[src/rtl/fifo_pkg.sv]
// Shared async FIFO definitions: default pointer width and Gray helpers.
// Helpers work on a wide word; callers cast to their pointer width.
package fifo_pkg;

  localparam int PTR_WIDTH = 6;
  localparam int FN_W = 32;

  function automatic logic [FN_W-1:0] bin2gray(
    input logic [FN_W-1:0] b
  );
    return b ^ (b >> 1);
  endfunction

  function automatic logic [FN_W-1:0] gray2bin(
    input logic [FN_W-1:0] g
  );
    logic [FN_W-1:0] b;
    b[FN_W-1] = g[FN_W-1];
    for (int i = FN_W - 2; i >= 0; i--) begin
      b[i] = b[i+1] ^ g[i];
    end
    return b;
  endfunction

endpackage

[src/rtl/sync_2ff.sv]
// Two-flop synchroniser, parameterised width, sync active-high reset.
// Shared by both pointer-crossing paths of the async FIFO.
module sync_2ff #(
  parameter int WIDTH = 1
) (
  input  logic             clk,
  input  logic             rst,
  input  logic [WIDTH-1:0] d,
  output logic [WIDTH-1:0] q
);

  logic [WIDTH-1:0] q1;

  always_ff @(posedge clk) begin
    if (rst) begin
      q1 <= '0;
      q  <= '0;
    end else begin
      q1 <= d;
      q  <= q1;
    end
  end

endmodule

[src/rtl/rptr_handler.sv]
// Read-side pointer/status controller of the async FIFO.
// Syncs the Gray write pointer and registers empty/level/underflow.
module rptr_handler
  import fifo_pkg::*;
#(
  parameter int PTR_WIDTH = fifo_pkg::PTR_WIDTH,
  parameter int AE_THRESH = 2
) (
  input  logic               rclk,
  input  logic               rst,
  input  logic               r_en,
  input  logic [PTR_WIDTH:0] g_wptr,
  output logic [PTR_WIDTH:0] b_rptr,
  output logic [PTR_WIDTH:0] g_rptr,
  output logic               empty,
  output logic               almost_empty,
  output logic [PTR_WIDTH:0] rd_count,
  output logic               rd_valid,
  output logic               underflow
);

  localparam int W = PTR_WIDTH + 1;
  localparam logic [W-1:0] AE_LVL = W'(AE_THRESH);

  logic [W-1:0] wq2;
  logic [W-1:0] wbin;
  logic [W-1:0] b_next;
  logic [W-1:0] g_next;
  logic [W-1:0] level;
  logic         rd_acc;

  sync_2ff #(
    .WIDTH(W)
  ) u_wsync (
    .clk(rclk),
    .rst(rst),
    .d  (g_wptr),
    .q  (wq2)
  );

  assign wbin   = W'(gray2bin(FN_W'(wq2)));
  assign rd_acc = r_en & ~empty;
  assign b_next = b_rptr + W'(rd_acc);
  assign g_next = W'(bin2gray(FN_W'(b_next)));
  // Modulo subtraction keeps the level right across pointer wrap.
  assign level  = wbin - b_next;

  always_ff @(posedge rclk) begin
    if (rst) begin
      b_rptr       <= '0;
      g_rptr       <= '0;
      empty        <= 1'b1;
      almost_empty <= 1'b1;
      rd_count     <= '0;
      rd_valid     <= 1'b0;
      underflow    <= 1'b0;
    end else begin
      b_rptr       <= b_next;
      g_rptr       <= g_next;
      empty        <= (g_next == wq2);
      almost_empty <= (level <= AE_LVL);
      rd_count     <= level;
      rd_valid     <= rd_acc;
      underflow    <= underflow | (r_en & empty);
    end
  end

endmodule

[config.mk]
export PLATFORM = sky130hd
export DESIGN_NAME = rptr_handler
export DESIGN_NICKNAME = d
export VERILOG_FILES = /design/src/rtl/fifo_pkg.sv /design/src/rtl/sync_2ff.sv /design/src/rtl/rptr_handler.sv
export SDC_FILE = /design/constraint.sdc
export NUM_CORES = 1
export LEC_CHECK = 0
export CELL_PAD_IN_SITES_DETAIL_PLACEMENT = 0
export CELL_PAD_IN_SITES_GLOBAL_PLACEMENT = 1
export CORE_MARGIN = 2
export CORE_UTILIZATION = 41
export CTS_BUF_LIST = sky130_fd_sc_hd__clkbuf_2
export CTS_CLUSTER_SIZE = 40
export DETAILED_ROUTE_END_ITERATION = 8
export PLACE_DENSITY_LB_ADDON = 0.1
export SKIP_LAST_GASP = 1
export SLEW_MARGIN = 10
export SYNTH_ARGS = -nofsm -noshare
export SYNTH_HDL_FRONTEND = slang
export SYNTH_HIERARCHICAL = 1
export SYNTH_SLANG_ARGS = --single-unit
[constraint.sdc]
create_clock -name rclk -period 4.06 [get_ports rclk]
set_input_delay 0.406 -clock rclk [delete_from_list [all_inputs] [get_ports rclk]]
set_output_delay 0.406 -clock rclk [all_outputs]
set_load 0.01 [all_outputs]
==> impl_results.md <==
- Outcome: completed
- Clk_lat worst skew: 370 ps
- FF+latch count, synth: 38
- Synth Net Count: 179
- Delay-heaviest family, CP: XOR/XNOR gates
- Die width: slightly below 70 um
- Power consumption: 0.7889 mW
- Actual slew at the worst max-slew pin: about 640 ps
- Setup crit end kind: register
- CTS Buf Count: 5
- CTS HTree Levels: 2
- Pre-Repair DR Iteration Count: 4
- Final nets: about 220
- Met3 Routed Length: 140 um
- DR WL met2: 1.362 mm
- Synth area leaders: dfxtp_1 (45%), xor2_1 (7.7%), xnor2_1 (6.2%)
- Count of final max-slew check failures: 0
- Fin crit share: about four fifths
- Total of max-cap violations: 0
- First-pass GRT wire length: 4.685 mm
- # setup viols final: 0
- Gates resized, CTS repair: 0
- Port bufs: 34
- Largest net degree at the start of global routing: 36
- Via count: 1164
- Top routing layer in use: met4
- Register area share after synthesis: 44.74%
- Die height: 68.40 um
- CP most frequent cell: xnor2_1
- Hold_buf cts: 0
- Startpoint types: register
- CP Data Required Time: 4380 ps
- Worst path cell trace: xor3_2, xnor3_2, xnor2_1, xnor2_1, ha_1, inv_1, fa_1, maj3_2, a21oi_2, xor2_1, a41o_1
- Final min period: 3304 ps
- Slew margin rel.: between 50% and 60%
- RD Place Congestion: 0.7238
- WL per Instance: ~11 um
- FMAX: 0.3027 GHz
- DR iter-0 viols: 24
- TNS Setup: 0 ps
- Critical setup path kind: register to register
- Routed met1 length: 1.252 mm
- Clock Tree Root: clkbuf_2
- Gr ovfl total: 0
- Final ANT Viol Nets: 0
- Clock sink count: 38
- PD cells: 368.9 nW/um2
- Post-synth top area cell: dfxtp_1
- Mean Syn Cell Area: around 11 um2
- Core Rows: 23
- Dpl hpwl: 2.191 mm
- Final cell utilization of the core: 53.46%
- Final wirelength: 2.812 mm
- Vias in the first global route: 1031
- Top FF cell, synth: dfxtp_1
- GRT Util Overall: 14.09%
- CP max stage cell: xor3_2
- Antenna diodes: 0
- WP buf/inv: 1
- Num ports: 35
- Fill cell count: 353
- Fin. Hold Viols: 0
- Layout cells sized above 1: between 10% and 20%
- Cells after Synth: 160
- Number of synthesized flops with an enable pin: 0
- Initial antenna violation count: 0
- CTS max path bufs: 2
- Synth top area share: 44.74%
- Worst-path clk slew: 160 ps
- Drt via density: between 4 and 5
- Commonest non-fill, non-tap cell in the layout: dfxtp_1
- Most frequent cells in the layout: dfxtp_1 (38), clkdlybuf4s50_1 (34), nor2_1 (19), xor2_1 (15), xnor2_1 (12)
- Setup repair after global routing missed its margin: no
- Max VDD drop: 0.1863 mV
- Distinct cell type count after synthesis: 34
- Skew final: roughly 7 ps
- Slowest cell delay on critical path: 510 ps
- Core Area: 4000 um2
- Static leakage: between 0.8 and 0.9 nW
- Area grow syn2layout: 25.75%
- CTS tree: done
- Hold crit path type: register to register
- CP arrival: 3630 ps
- DRC Markers: 0
- Synth warnings: 6
- Critical Path Fanout Max: 5
- Mapped cell area: 1700 um2
- # Post-CTS Setup Buffers: 0
- Initial Util: 42.51%
- Die footprint: 4679 um2
- Asr flop ratio synth: 0%
[cells in the mapped netlist, types with 2 or more instances]
cell type / instances
nor2_1: 19
or2_2: 2
nand3_1: 6
clkbuf_1: 3
inv_1: 4
xor2_1: 15
or3_1: 2
a41o_1: 2
xnor2_1: 12
and2b_1: 3
nor2b_1: 5
maj3_2: 2
o21a_1: 2
nor2b_2: 10
a21oi_1: 5
nand2_1: 6
ha_1: 8
dfxtp_1: 38
[worst reg2reg max path, stage by stage (launching register included)]
cell	delay [ps]
dfxtp_1	410
xor3_2	510
xnor3_2	270
xnor2_1	350
xnor2_1	170
ha_1	160
inv_1	50
fa_1	440
maj3_2	370
a21oi_2	150
xor2_1	200
a41o_1	190
[through the flow]
stage / hold WS [ps] / area (um2) / worst slack [ps] / instances
finish: 459.9 / 2138 / 755.9 / 250
global route: 481.9 / 2138 / 457.7 / 250
CTS: 467.0 / 2138 / 710.1 / 250
detailed placement: 429.6 / 2103 / 735.4 / 243
global placement: 419.8 / 2103 / 784.3 / 243
floorplan: 410.9 / 1700 / 975.3 / 160
[worst paths after layout]
kind                       startpoint                 endpoint  slack (ps)  cells past startpoint
max           u_wsync/q[6]$_SDFF_PP0_  almost_empty$_SDFF_PP1_         760                     11
min          u_wsync/q1[4]$_SDFF_PP0_  u_wsync/q[4]$_SDFF_PP0_         460                      1
max reg2reg   u_wsync/q[6]$_SDFF_PP0_  almost_empty$_SDFF_PP1_         760                     11
min reg2reg  u_wsync/q1[4]$_SDFF_PP0_  u_wsync/q[4]$_SDFF_PP0_         460                      1
[routing by layer]
metal	vias up	track usage, %
li1	601	-
met1	530	16.90
met2	27	21.75
met3	6	5.757
met4	0	6.750
met5	-	0
[cell type report]
type	count	area, um2	share of cell area, %
multi-input cells	113	894.6	41.84
well taps	50	62.56	2.926
flip-flops and latches	38	760.7	35.58
repair buffers	38	370.4	17.32
clock buffers	7	35.03	1.638
inverters	4	15.01	0.7022
[where the power goes]
group | switching [mW] | internal (mW)
sequential | 0.0104 | 0.402
combinational | 0.102 | 0.121
clock | 0.108 | 0.0449
total | 0.221 | 0.568
[flip-flops by register name (all words and copies together) (netlist names)]
name and flops:
u_wsync/q 7, b_rptr 7, rd_valid 1, almost_empty 1, empty 1, g_rptr 6
u_wsync/q1 7, underflow 1, rd_count 7
[kinds of logic after synthesis]
kind of cell / Yosys count / share of synthesized area, %
buffers and inverters: 9 / 2.649
and+or+nand+nor: 55 / 17.88
xor gates and xnor gates: 31 / 19.13
muxes: 1 / 0.5887
AOI/OAI and AO/OA: 15 / 6.622
DFF: 38 / 44.74
adders and majority gates: 11 / 8.389
Note: power is estimated with default switching activity, not from simulation.
